<file path="config.mk">
export PLATFORM = sky130hd
export DESIGN_NAME = uart_mem_cmd_parser
export DESIGN_NICKNAME = d
export VERILOG_FILES = /design/src/rtl/uart_mem_cmd_parser_pkg.sv /design/src/rtl/byte_timeout_counter.sv /design/src/rtl/uart_mem_cmd_parser.sv
export SDC_FILE = /design/constraint.sdc
export NUM_CORES = 1
export LEC_CHECK = 0
export CAP_MARGIN = 20
export CELL_PAD_IN_SITES_DETAIL_PLACEMENT = 1
export CELL_PAD_IN_SITES_GLOBAL_PLACEMENT = 1
export CORE_ASPECT_RATIO = 0.9
export CORE_MARGIN = 2
export CORE_UTILIZATION = 43
export CTS_BUF_LIST = sky130_fd_sc_hd__clkbuf_8
export DETAILED_ROUTE_END_ITERATION = 8
export PLACE_DENSITY = 0.86
export SLEW_MARGIN = 5
export SYNTH_ARGS = -nofsm -noshare
export SYNTH_HDL_FRONTEND = slang
export SYNTH_SLANG_ARGS = --single-unit
export TNS_END_PERCENT = 10
</file>
<file path="constraint.sdc">
create_clock -name clk50MHz -period 2.7 [get_ports clk50MHz]
set_input_delay 0.405 -clock clk50MHz [delete_from_list [all_inputs] [get_ports clk50MHz]]
set_output_delay 0.405 -clock clk50MHz [all_outputs]
set_load 0.01 [all_outputs]
</file>
<file path="src/rtl/uart_mem_cmd_parser_pkg.sv">
// Shared constants, state encodings and payload types for the UART memory command parser.
package uart_mem_cmd_parser_pkg;

    localparam int unsigned BYTE_W             = 8;
    localparam int unsigned DATA_W             = 32;
    localparam int unsigned STATE_W            = 3;
    localparam int unsigned TIMEOUT_CYCLES_DEF = 1_000_000;

    localparam logic [BYTE_W-1:0] WRITE_CMD_DEF = 8'h56;
    localparam logic [BYTE_W-1:0] READ_CMD_DEF  = 8'h55;
    localparam logic [BYTE_W-1:0] ACK_BYTE_DEF  = 8'hAA;

    localparam logic [STATE_W-1:0] ST_IDLE  = 3'd0;
    localparam logic [STATE_W-1:0] ST_ADDR  = 3'd1;
    localparam logic [STATE_W-1:0] ST_WDATA = 3'd2;
    localparam logic [STATE_W-1:0] ST_MEM   = 3'd3;
    localparam logic [STATE_W-1:0] ST_TX    = 3'd4;

    typedef struct packed {
        logic              we;
        logic [DATA_W-1:0] addr;
        logic [DATA_W-1:0] wdata;
    } mem_cmd_t;

    // Little-endian byte lane select: idx 0 returns bits [7:0].
    function automatic logic [BYTE_W-1:0] byte_of(input logic [DATA_W-1:0] word,
                                                  input logic [1:0]        idx);
        logic [BYTE_W-1:0] b;
        case (idx)
            2'd0:    b = word[7:0];
            2'd1:    b = word[15:8];
            2'd2:    b = word[23:16];
            default: b = word[31:24];
        endcase
        return b;
    endfunction

endpackage

</file>
<file path="src/rtl/byte_timeout_counter.sv">
// Inter-byte idle counter; expired is asserted while enabled and the count sits at TIMEOUT_CYCLES-1.
module byte_timeout_counter #(
    parameter int unsigned TIMEOUT_CYCLES = 1_000_000
) (
    input  logic clk,
    input  logic rst_n,
    input  logic clr,
    input  logic en,
    output logic expired
);

    localparam int unsigned     CNT_W = (TIMEOUT_CYCLES > 2) ? $clog2(TIMEOUT_CYCLES) : 1;
    localparam logic [CNT_W-1:0] LAST = CNT_W'(TIMEOUT_CYCLES - 1);

    logic [CNT_W-1:0] count;

    always_ff @(posedge clk or negedge rst_n) begin
        if (!rst_n) begin
            count <= '0;
        end else if (clr) begin
            count <= '0;
        end else if (en && (count != LAST)) begin
            count <= count + CNT_W'(1);
        end
    end

    assign expired = en && (count == LAST);

endmodule

</file>
<file path="src/rtl/uart_mem_cmd_parser.sv">
// Byte-level command parser: UART frames in, one 32-bit SRAM request per frame, response bytes out.
module uart_mem_cmd_parser
    import uart_mem_cmd_parser_pkg::*;
#(
    parameter int unsigned       TIMEOUT_CYCLES = TIMEOUT_CYCLES_DEF,
    parameter logic [BYTE_W-1:0] WRITE_CMD      = WRITE_CMD_DEF,
    parameter logic [BYTE_W-1:0] READ_CMD       = READ_CMD_DEF,
    parameter logic [BYTE_W-1:0] ACK_BYTE       = ACK_BYTE_DEF
) (
    input  logic              clk50MHz,
    input  logic              rst_L,
    input  logic [BYTE_W-1:0] rx_data,
    input  logic              rx_valid,
    output logic [BYTE_W-1:0] tx_data,
    output logic              tx_valid,
    input  logic              tx_ready,
    output logic              mem_req,
    output logic              mem_we,
    output logic [DATA_W-1:0] mem_addr,
    output logic [DATA_W-1:0] mem_wdata,
    input  logic [DATA_W-1:0] mem_rdata,
    input  logic              mem_done,
    output logic              frame_err,
    output logic [BYTE_W-1:0] debug_out
);

    logic [STATE_W-1:0] state_q, state_d;
    logic [1:0]         byte_cnt_q, byte_cnt_d;
    mem_cmd_t           req_q, req_d;
    logic [DATA_W-1:0]  rdata_q, rdata_d;
    logic [BYTE_W-1:0]  tx_data_q, tx_data_d;
    logic               tx_valid_q, tx_valid_d;
    logic               mem_req_q, mem_req_d;
    logic               frame_err_q, frame_err_d;

    logic in_frame;
    logic expired;

    // Idle counting only matters between bytes of a frame; outside it the counter is held at zero.
    assign in_frame = (state_q == ST_ADDR) || (state_q == ST_WDATA);

    byte_timeout_counter #(
        .TIMEOUT_CYCLES(TIMEOUT_CYCLES)
    ) u_timeout (
        .clk    (clk50MHz),
        .rst_n  (rst_L),
        .clr    (rx_valid || !in_frame),
        .en     (in_frame),
        .expired(expired)
    );

    always_ff @(posedge clk50MHz or negedge rst_L) begin
        if (!rst_L) begin
            state_q     <= ST_IDLE;
            byte_cnt_q  <= '0;
            req_q       <= '0;
            rdata_q     <= '0;
            tx_data_q   <= '0;
            tx_valid_q  <= 1'b0;
            mem_req_q   <= 1'b0;
            frame_err_q <= 1'b0;
        end else begin
            state_q     <= state_d;
            byte_cnt_q  <= byte_cnt_d;
            req_q       <= req_d;
            rdata_q     <= rdata_d;
            tx_data_q   <= tx_data_d;
            tx_valid_q  <= tx_valid_d;
            mem_req_q   <= mem_req_d;
            frame_err_q <= frame_err_d;
        end
    end

    always_comb begin
        state_d     = state_q;
        byte_cnt_d  = byte_cnt_q;
        req_d       = req_q;
        rdata_d     = rdata_q;
        tx_data_d   = tx_data_q;
        tx_valid_d  = tx_valid_q;
        mem_req_d   = mem_req_q;
        frame_err_d = 1'b0;

        case (state_q)
            ST_IDLE: begin
                if (rx_valid && (rx_data == WRITE_CMD)) begin
                    state_d    = ST_ADDR;
                    byte_cnt_d = 2'd0;
                    req_d.we   = 1'b1;
                end else if (rx_valid && (rx_data == READ_CMD)) begin
                    state_d    = ST_ADDR;
                    byte_cnt_d = 2'd0;
                    req_d.we   = 1'b0;
                end
            end

            // Timeout takes priority over a byte arriving in the same cycle.
            ST_ADDR: begin
                if (expired) begin
                    state_d     = ST_IDLE;
                    byte_cnt_d  = 2'd0;
                    frame_err_d = 1'b1;
                end else if (rx_valid) begin
                    req_d.addr = {rx_data, req_q.addr[DATA_W-1:BYTE_W]};
                    byte_cnt_d = byte_cnt_q + 2'd1;
                    if (byte_cnt_q == 2'd3) begin
                        if (req_q.we) begin
                            state_d = ST_WDATA;
                        end else begin
                            state_d   = ST_MEM;
                            mem_req_d = 1'b1;
                        end
                    end
                end
            end

            ST_WDATA: begin
                if (expired) begin
                    state_d     = ST_IDLE;
                    byte_cnt_d  = 2'd0;
                    frame_err_d = 1'b1;
                end else if (rx_valid) begin
                    req_d.wdata = {rx_data, req_q.wdata[DATA_W-1:BYTE_W]};
                    byte_cnt_d  = byte_cnt_q + 2'd1;
                    if (byte_cnt_q == 2'd3) begin
                        state_d   = ST_MEM;
                        mem_req_d = 1'b1;
                    end
                end
            end

            ST_MEM: begin
                frame_err_d = rx_valid;
                if (mem_done) begin
                    state_d    = ST_TX;
                    mem_req_d  = 1'b0;
                    rdata_d    = mem_rdata;
                    byte_cnt_d = 2'd0;
                    tx_valid_d = 1'b1;
                    tx_data_d  = req_q.we ? ACK_BYTE : byte_of(mem_rdata, 2'd0);
                end
            end

            // byte_cnt indexes the read-data lane currently presented.
            ST_TX: begin
                frame_err_d = rx_valid;
                if (tx_valid_q && tx_ready) begin
                    if (req_q.we || (byte_cnt_q == 2'd3)) begin
                        state_d    = ST_IDLE;
                        byte_cnt_d = 2'd0;
                        tx_valid_d = 1'b0;
                    end else begin
                        byte_cnt_d = byte_cnt_q + 2'd1;
                        tx_data_d  = byte_of(rdata_q, byte_cnt_q + 2'd1);
                    end
                end
            end

            default: begin
                state_d    = ST_IDLE;
                byte_cnt_d = 2'd0;
                tx_valid_d = 1'b0;
                mem_req_d  = 1'b0;
            end
        endcase
    end

    assign tx_data   = tx_data_q;
    assign tx_valid  = tx_valid_q;
    assign mem_req   = mem_req_q;
    assign mem_we    = req_q.we;
    assign mem_addr  = req_q.addr;
    assign mem_wdata = req_q.wdata;
    assign frame_err = frame_err_q;
    assign debug_out = {3'b000, state_q, byte_cnt_q};

endmodule
</file>
==> results of run 1 <==
-- flip-flops by register name, indices dropped and copies added (netlist names), 2 cells and up --
name,count
byte_cnt_q,2
mem_addr,32
mem_wdata,32
rdata_q,32
state_q,3
tx_data,8
u_timeout.count,20
-- layer usage --
metal / wire, um / vias up / GRT usage (%)
met2: 8490 / 135 / 40.6
met3: 943 / 15 / 6.64
li1: - / 1887 / -
met1: 6900 / 2170 / 27.1
met5: 0 / - / 0
met4: 180 / 0 / 6.52
-- through the flow --
step	worst slack, ns	utilization (%)	cell area [um^2]	power, mW	hold slack [ns]
after floorplan	0.399	-	6100	5.00	0.109
after global placement	0.238	54.2	7560	6.42	0.436
after detailed placement	0.117	54.2	7560	6.64	0.452
after CTS	0.201	57.1	7970	8.40	0.505
after global routing	0.0576	57.1	7970	8.77	0.530
final	0.195	57.1	7970	8.32	0.512
-- power breakdown --
| group | internal [mW] | total, mW | switching, mW | leakage [nW] |
|---|---|---|---|---|
| clock network | 0.766 | 1.67 | 0.903 | 0.192 |
| logic | 2.02 | 3.38 | 1.36 | 1.62 |
| registers | 2.66 | 3.27 | 0.613 | 1.72 |
| total | 5.45 | 8.32 | 2.88 | 3.53 |
-- Yosys cell counts (2+ instances only) --
cell      number
xnor2_1        4
a21oi_1       21
nand3_1        7
nor2_1        28
or4_1          2
nor3b_1        5
o21a_1         2
buf_4          4
nand2b_1       3
dfrtp_1      133
xor2_1        12
a211oi_1       3
mux2_2        42
and3_1         3
a222oi_1       8
nand4_1        6
o21ai_0       14
clkbuf_1      16
ha_1           6
buf_8          6
nand2_1       24
mux2_4        60
nor4b_4        2
a31oi_1        4
o31ai_1        2
inv_1          5
and2_1         3
nor3_1         6
-- area by class of cell --
type | count | area (um^2) | share of cell area, %
tap | 193 | 241 | 3.03
inverter | 5 | 18.8 | 0.236
timing repair buffer | 140 | 1410 | 17.6
sequential | 133 | 3330 | 41.8
multi-input combinational | 291 | 2570 | 32.3
clock inverter | 15 | 164 | 2.06
clock buffer | 17 | 234 | 2.94
-- path summary, 6_finish.rpt --
kind / startpoint / slack, ns / endpoint
min: mem_wdata[2] / 0.51 / mem_wdata[2]
max: u_timeout.count[8] / 0.19 / mem_addr[0]
max in group asynchronous: rst_L / 1.46 / u_timeout.count[8]
max reg2reg: u_timeout.count[8] / 0.19 / mem_addr[0]
min reg2reg: mem_wdata[2] / 0.51 / mem_wdata[2]
min in group asynchronous: rst_L / 0.52 / mem_wdata[4]
-- worst reg2reg max path, cell delays in order, from the launching register on --
cell     delay (ns)
dfrtp_1        0.42
or4_1          0.53
or4_4          0.60
nor2_8         0.21
nor4b_4        0.11
buf_12         0.20
mux2_4         0.34
-- kinds of logic (layout without fill, tap and decap cells) --
kind of cell / after synthesis / count (layout)
DFF: 133 / 133
muxes: 103 / 103
and+or+nand+nor: 103 / 103
AOI/OAI and AO/OA: 60 / 60
buffers and inverters: 32 / 177
xor gates and xnor gates: 16 / 16
adders and majority gates: 6 / 6
other: 1 / 3
==> impl_metrics.yaml, run 1 <==
drt:
  wl_um: 16500
  dr.pass1.iters: 4
  drc: 0
  vias: 4207
  ant_nets: 0
  viasPerCell: 5.30
  first_iter_violations: 229
  wl_per_cell_um: 20.8
worst_setup_path:
  cp.arrival_ns: 2.85
  slowest_delay_ns: 0.60
  crit_path_end_kind: "flip-flop"
  crit_slowest_cell: "or4_4"
  path_buf_inv: 1
  path_depth: 6
  path_cells: "or4_1 > or4_4 > nor2_8 > nor4b_4 > buf_12 > mux2_4"
  startpoint_type: "flip-flop"
  critPathKind: "flip-flop to flip-flop"
  worst_ep_required_time_ns: 3.05
  crit_fanout: 30
  rr_worst_depth: 6
  cpLargestDelayFamily: "simple AND/OR/NAND/NOR gates"
global_route:
  grt_pass1_vias: 4676
  grt_pass1_wl_um: 25900
  antenna_found_initial: 0
  overflow: 0
  grt_max_degree: 68
  grt_usage_pct: 22.8
cells_and_area:
  layout_commonest_cell: "dfrtp_1"
  layout_common_cells: "133 x dfrtp_1, 124 x clkdlybuf4s50_1, 60 x mux2_4"
  nets: 639
  area_growth_syn_to_layout_pct: 30.7
  drive_gt1_share_pct: 26.6
  n_antenna_cell: 0
  nFillCells: 1394
  fin_cells: 794
place:
  hpwl_um: 11500
  dpl.cell_count: 761
  gp_congestion: 0.855
  io_buffers: 125
yosys:
  ys_ff_latch: 133
  ys_types: 51
  synthSimpleGateAreaFrac_pct: 9.51
  synth_top_area_cell: "dfrtp_1"
  synth_area_leaders: "dfrtp_1 55%, mux2_4 15%, mux2_2 7.8%, a21oi_1 1.7%, nor2_1 1.7%"
  synthXorXnorAreaFrac_pct: 2.30
  synth_fa_ha_area_share_pct: 1.23
  synth_top_family_by_area: "multiplexers"
  muxShareOfSynthArea_pct: 22.7
  seq_area_frac_synth_pct: 54.6
  syn_area_per_cell_um2: 13.4
  async_reset_ff_share_pct: 100
  synth_ff_type: "dfrtp_1"
  synth-compound-area-share_pct: 6.22
  synth_top_cell_area_share_pct: 54.6
  synth_edf_count: 0
  netlist_area_um2: 6090
  synthCells: 454
  yosysWarningCount: 0
sta:
  tightest_slew_ns: 0.996
  finalCritPeriodShare_pct: 92.8
  relSlewSlack_pct: 33.6
  max_freq_ghz: 0.399
  rsz0062_at_grt: "no"
  clock_skew_ns: 0.0137
  fin_tns_setup_ns: 0
  setup_viol: 0
  final_max_slew_viol_count: 0
  final.min_clock_period_ns: 2.51
  finalHoldViolCount: 0
floorplan:
  die_area_um2: 15100
  die_x_um: 129
  boundaryPins: 129
  initial_core_util_pct: 43.7
  num_rows: 41
  die_h_um: 117
  core_area_um2: 14000
run:
  max-cap-violations: 0
clocking:
  clock-sinks: 133
  cts_tree: "built"
  max-clock-path-buffers: 2
  cts_setup_buffers: 0
  htreeDepth: 4
  cts_resized: 0
  insertion_delay_ns: 0.46
  numCtsBuffers: 17
  cts_root_buffer: "clkbuf_8"
  clkTransAtPathRegs_ns: 0.09
  cts_hold_buf: 1
pwr:
  total_leakage_power_nw: 3.53
  cellPowerDensity_nw_per_um2: 1040
  vdd_drop_max_uv: 466
status:
  status: "finished, final reports clean"
worst_hold_path:
  whs_path_depth: 1
  hold_path.class: "flip-flop to flip-flop"
(Power assumes the default switching activity.)
==> run 2, diff against run 1 <==
--- a/config.mk
+++ b/config.mk
@@ -5,12 +5,14 @@
 export SDC_FILE = /design/constraint.sdc
 export NUM_CORES = 1
 export LEC_CHECK = 0
+export ABC_AREA = 1
+export ABC_CLOCK_PERIOD_IN_PS = 2700
 export CAP_MARGIN = 20
 export CELL_PAD_IN_SITES_DETAIL_PLACEMENT = 1
 export CELL_PAD_IN_SITES_GLOBAL_PLACEMENT = 1
 export CORE_ASPECT_RATIO = 0.9
 export CORE_MARGIN = 2
-export CORE_UTILIZATION = 43
+export CORE_UTILIZATION = 40
 export CTS_BUF_LIST = sky130_fd_sc_hd__clkbuf_8
 export DETAILED_ROUTE_END_ITERATION = 8
 export PLACE_DENSITY = 0.86
==> run 2 against run 1 <==
Compared with the run above:
- critical path depth is 3 higher
- design area increased by 2.1%
- worst setup slack better by 0.43 ns
- via count up 30%
- clock skew rose by 0.0035 ns
- power fell by 50%
- maximum frequency is 21% higher
- sequential share of layout area shrank 0.85 points
- synthesized cell count rose by 63%
- worst hold slack got worse by 0.095 ns
- sequential power shrank 38%
- utilization decreased by 4.4 points
- highest routed layer unchanged
==> impl_metrics.yaml, run 2 <==
drt:
  wl_um: 18300
  first_iter_violations: 334
  wl_per_cell_um: 17.0
  vias: 5489
  viasPerCell: 5.11
  ant_nets: 0
  dr.pass1.iters: 5
  drc: 0
worst_hold_path:
  hold_path.class: "input port to async pin"
sta:
  tightest_slew_ns: 0.628
  setup_viol: 0
  finalCritPeriodShare_pct: 76.8
  final_max_slew_viol_count: 0
  fin_tns_setup_ns: 0
  finalHoldViolCount: 0
  relSlewSlack_pct: 58.2
  final.min_clock_period_ns: 2.07
  rsz0062_at_grt: "no"
  max_freq_ghz: 0.482
  clock_skew_ns: 0.0172
worst_setup_path:
  startpoint_type: "flip-flop"
  crit_fanout: 24
  crit_path_end_kind: "flip-flop"
  worst_ep_required_time_ns: 3.09
  critPathKind: "flip-flop to flip-flop"
  cp.arrival_ns: 2.46
yosys:
  ys_types: 43
  yosysMostFrequentCell: "nand2_1"
  synth_area_leaders: "dfrtp_1 53%, nand2_1 13%, o21ai_0 5.1%, a21oi_1 3.9%, nor2_1 3.8%"
  ys_ff_latch: 133
  synth_top_area_cell: "dfrtp_1"
  syn_area_per_cell_um2: 8.56
  netlist_area_um2: 6320
  synth_ff_type: "dfrtp_1"
  yosysWarningCount: 0
  synth_top_cell_area_share_pct: 52.7
  async_reset_ff_share_pct: 100
  synth_common_cells: "213 x nand2_1, 133 x dfrtp_1, 64 x nor2_1, 64 x o21ai_0, 61 x inv_1"
  seq_area_frac_synth_pct: 52.7
  synthCells: 738
  synth_edf_count: 0
cells_and_area:
  area_growth_syn_to_layout_pct: 28.7
  layout_common_cells: "213 x nand2_1, 133 x dfrtp_1, 124 x clkdlybuf4s50_1"
  utilization_pct: 52.7
  layout_commonest_cell: "nand2_1"
  nets: 911
  drive_gt1_share_pct: 9.39
  n_antenna_cell: 0
pwr:
  vdd_drop_max_uv: 360
  total_leakage_power_nw: 4.02
  cellPowerDensity_nw_per_um2: 508
global_route:
  grt_pass1_vias: 5851
  grt_max_degree: 59
  grt_pass1_wl_um: 29700
  overflow: 0
  grt_usage_pct: 22.7
  antenna_found_initial: 0
clocking:
  clkTransAtPathRegs_ns: 0.08
  cts_root_buffer: "clkbuf_8"
  numCtsBuffers: 17
  clock-sinks: 133
  cts_resized: 0
  cts_tree: "built"
  insertion_delay_ns: 0.46
  htreeDepth: 4
  max-clock-path-buffers: 2
floorplan:
  die_x_um: 136
  boundaryPins: 129
  core_area_um2: 15400
  num_rows: 43
  die_area_um2: 16800
  die_h_um: 123
  initial_core_util_pct: 40.9
place:
  gp_congestion: 0.833
  io_buffers: 125
  hpwl_um: 12300
run:
  max-cap-violations: 0
status:
  status: "finished, final reports clean"
[run 2: cell count changes after synthesis, sizes merged, moves of 8 or more]
| cell | before | now |
|---|---|---|
| inv | 5 | 68 |
| nand2 | 24 | 221 |
| mux2 | 103 | 12 |
| nand3 | 7 | 25 |
| a222oi | 8 | 0 |
| xor2 | 12 | 3 |
| a21oi | 21 | 49 |
| buf | 11 | 22 |
| o21ai | 16 | 78 |
| nor2 | 29 | 70 |
[run 2: worst paths after layout]
path | start | to | slack (ns) | cells after the start
min reg2reg | tx_data[6] | tx_data[6] | 0.49 | 2
min in group clk50MHz | tx_data[6] | tx_data[6] | 0.49 | 2
max in group asynchronous | rst_L | rdata_q[26] | 1.47 | 3
min | rst_L | mem_wdata[0] | 0.42 | 2
max reg2reg | u_timeout.count[0] | mem_wdata[18] | 0.63 | 9
max | u_timeout.count[0] | mem_wdata[18] | 0.63 | 9
[run 2: timing repair]
item	in CTS	in global routing
setup buffers	0	0
hold endpoints to repair	40	0
hold buffers	1	0
setup endpoints to repair	0	0
[run 2: layout make-up]
class / count / area, um^2
Tap cell: 202 / 253
Sequential cell: 133 / 3330
Fill cell: 1848 / 7310
Inverter: 68 / 258
Timing Repair Buffer: 134 / 1340
Clock buffer: 18 / 248
Multi-Input combinational cell: 506 / 2510
Clock inverter: 14 / 198
[run 2: critical path: stages (launching register included)]
cell and delay [ns]:
dfrtp_1 0.46, ha_1 0.31, nand3_2 0.13, nor2_2 0.07
nand3_4 0.14, nand2_4 0.08, nor2_4 0.28, buf_4 0.34
nand2_1 0.10, nand2_1 0.10
[run 2: per-stage QoR]
step	hold slack, ns	power (mW)	cells	setup WS (ns)	cell area [um^2]
after floorplan	0.109	2.10	740	1.04	6320
after global placement	0.346	2.25	1042	0.727	7680
after detailed placement	0.348	2.25	1042	0.644	7680
after CTS	0.422	4.15	1075	0.619	8130
after global routing	0.430	4.26	1075	0.489	8130
final	0.417	4.13	1075	0.626	8130
[run 2: where the power goes]
part           total (mW)  internal [mW]  switching, mW
Clock                1.91           1.05          0.868
Combinational       0.194         0.0967         0.0976
Sequential           2.02           2.00         0.0147
Total                4.13           3.15          0.980
[run 2: kinds of logic after synthesis]
| kind of cell | count (synthesis) | synth area share, % |
|---|---|---|
| XOR/XNOR | 4 | 0.555 |
| flip-flops | 133 | 52.7 |
| adder cells (fa/ha/maj) | 6 | 1.19 |
| AO/OA/AOI/OAI | 146 | 12.7 |
| buffers and inverters | 101 | 7.66 |
| multiplexers | 12 | 2.50 |
| other | 1 | 0.0594 |
| AND/OR/NAND/NOR | 335 | 22.6 |
[run 2: metal layers]
layer	vias to the layer above	GRT usage [%]	wire length [um]
met4	0	6.84	272
met2	122	38.3	9030
met5	-	0	0
met3	22	4.76	767
li1	2615	-	-
met1	2730	29.5	8240
==> run 3, diff against run 2 <==
--- a/config.mk
+++ b/config.mk
@@ -6,16 +6,16 @@
 export NUM_CORES = 1
 export LEC_CHECK = 0
 export ABC_AREA = 1
-export ABC_CLOCK_PERIOD_IN_PS = 2700
+export ABC_CLOCK_PERIOD_IN_PS = 1850
 export CAP_MARGIN = 20
 export CELL_PAD_IN_SITES_DETAIL_PLACEMENT = 1
 export CELL_PAD_IN_SITES_GLOBAL_PLACEMENT = 1
 export CORE_ASPECT_RATIO = 0.9
 export CORE_MARGIN = 2
-export CORE_UTILIZATION = 40
+export CORE_UTILIZATION = 36
 export CTS_BUF_LIST = sky130_fd_sc_hd__clkbuf_8
 export DETAILED_ROUTE_END_ITERATION = 8
-export PLACE_DENSITY = 0.86
+export PLACE_DENSITY = 0.82
 export SLEW_MARGIN = 5
 export SYNTH_ARGS = -nofsm -noshare
 export SYNTH_HDL_FRONTEND = slang
==> constraint.sdc (replaced) <==
create_clock -name clk50MHz -period 1.85 [get_ports clk50MHz]
set_input_delay 0.2775 -clock clk50MHz [delete_from_list [all_inputs] [get_ports clk50MHz]]
set_output_delay 0.2775 -clock clk50MHz [all_outputs]
set_load 0.01 [all_outputs]
==> run 3 against run 2 <==
Compared with the run above:
- clock skew about the same
- first-iteration DRC count down 38%
- routed wire length up 2.0%
- die area up 11%
- via count up 2.0%
- sequential power up 46%
- global-route usage down 1.5 points
- worst setup slack worse by 0.53 ns
- cell count up 6.0%
- maximum frequency up 18%
==> impl_metrics.yaml, run 3 (synthesized netlist as in run 2, its figures left out) <==
sta:
  final_max_slew_viol_count: 0
  finalCritPeriodShare_pct: 95.0
  clock_skew_ns: 0.0167
  max_freq_ghz: 0.569
  rsz0062_at_grt: "yes"
  tightest_slew_ns: 0.543
  worst_slack_ns: 0.0916
  finalHoldViolCount: 0
  final.min_clock_period_ns: 1.76
  whs_ns: 0.288
  relSlewSlack_pct: 63.7
  setup_viol: 0
clocking:
  cts_setup_buffers: 0
  cts_tree: "built"
  insertion_delay_ns: 0.45
  htreeDepth: 4
  max-clock-path-buffers: 2
  clkTransAtPathRegs_ns: 0.08
  numCtsBuffers: 17
  cts_root_buffer: "clkbuf_8"
  clock-sinks: 133
drt:
  vias: 5597
  wl_per_cell_um: 16.4
  first_iter_violations: 206
  viasPerCell: 4.91
  wl_um: 18700
  drc: 0
  dr.pass1.iters: 4
  ant_nets: 0
place:
  gp_congestion: 0.891
  place_area_um2: 8000
  pre_cts_slack_ns: -0.117
  hpwl_um: 13000
  io_buffers: 125
pwr:
  total_leakage_power_nw: 4.21
  power_mw: 5.69
  vdd_drop_max_uv: 455
  cellPowerDensity_nw_per_um2: 674
worst_setup_path:
  cp.arrival_ns: 2.10
  path_buf_inv: 1
  slowest_delay_ns: 0.36
  critPathKind: "flip-flop to flip-flop"
  startpoint_type: "flip-flop"
  path_cells: "ha_1 > nand3_2 > nor2_2 > nand3_4 > buf_4 > o21ai_0 > nand2_1 > nand3_1 > nand2_1"
  crit_fanout: 6
  crit_path_end_kind: "flip-flop"
  worst_ep_required_time_ns: 2.19
  cpLargestDelayFamily: "simple AND/OR/NAND/NOR gates"
  cpMostUsedCell: "nand2_1"
  crit_slowest_cell: "dfrtp_1"
cells_and_area:
  fin_area_um2: 8440
  area_growth_syn_to_layout_pct: 33.7
  n_antenna_cell: 0
  layout_common_cells: "212 x nand2_1, 131 x dfrtp_1, 120 x clkdlybuf4s50_1"
  nets: 943
  utilization_pct: 49.7
  layout_commonest_cell: "nand2_1"
  drive_gt1_share_pct: 13.1
floorplan:
  die_area_um2: 18600
  die_x_um: 144
  initial_core_util_pct: 37.2
  core_area_um2: 17000
  num_rows: 45
  boundaryPins: 129
  die_h_um: 130
run:
  max-cap-violations: 0
global_route:
  grt_pass1_vias: 5998
  grt_pass1_wl_um: 30900
  grt_max_degree: 57
  grt_usage_pct: 21.2
  antenna_found_initial: 0
  overflow: 0
status:
  status: "finished, final reports clean"
worst_hold_path:
  hold_path.class: "input port to async pin"
==> run 3: changes by cell type in the layout (fill, tap and decap cells not counted), sizes merged <==
cell           previous run  this run
buf                       9        40
bufinv                    4         2
clkbuf                   18        17
clkdlybuf4s50           124       120
clkinv                    4         5
clkinvlp                  0         2
dlygate4sd2               0         1
dlymetal6s2s              0         3
nor2                     70        71
==> run 3: through the flow <==
step | setup TNS, ns | instances
detailed placement | -0.697 | 1106
global route | -0.0562 | 1140
finish | 0 | 1140
global placement | -0.126 | 1106
CTS | 0 | 1140
floorplan | 0 | 740
==> run 3: worst paths after layout <==
path                                    startpoint             to  slack (ns)  cells after the start
worst max-delay path            u_timeout.count[0]  byte_cnt_q[0]        0.09                      9
worst min-delay path                         rst_L    mem_addr[1]        0.29                      2
worst max register to register  u_timeout.count[0]  byte_cnt_q[0]        0.09                      9
worst min register to register          tx_data[5]     tx_data[5]        0.48                      2
max in group asynchronous                    rst_L         mem_we        0.94                      3
min in group clk50MHz                mem_rdata[14]    rdata_q[14]        0.41                      3
==> run 3: area by class of cell <==
type                    instances  area [um^2]
clock buffers                  17          234
clock inverters                15          156
fillers                      2062         8560
inverters                      68          258
multi-input cells             507         2540
flip-flops and latches        133         3330
well taps                     235          294
repair buffers                165         1630
==> run 3: where the power goes <==
| part | leakage [nW] | switching [mW] | internal, mW |
|---|---|---|---|
| Clock | 0.201 | 1.24 | 1.21 |
| Combinational | 2.29 | 0.149 | 0.149 |
| Sequential | 1.72 | 0.0182 | 2.93 |
| Total | 4.21 | 1.40 | 4.28 |
==> run 3: per-layer routing <==
metal | global-route usage [%] | part of all wire, % | vias up
li1 | - | - | 2679
met1 | 25.9 | 43 | 2784
met2 | 36.0 | 49 | 114
met3 | 6.87 | 5.7 | 20
met4 | 6.00 | 1.7 | 0
met5 | 0 | 0 | -
==> run 3: repair_timing <==
action / CTS / global route
resized for setup: 3 / 11
gates cloned: 1 / 0
setup endpoints to repair: 8 / 55
hold endpoints to repair: 35 / 0
pin swaps: 1 / 1
hold buffers: 1 / 0
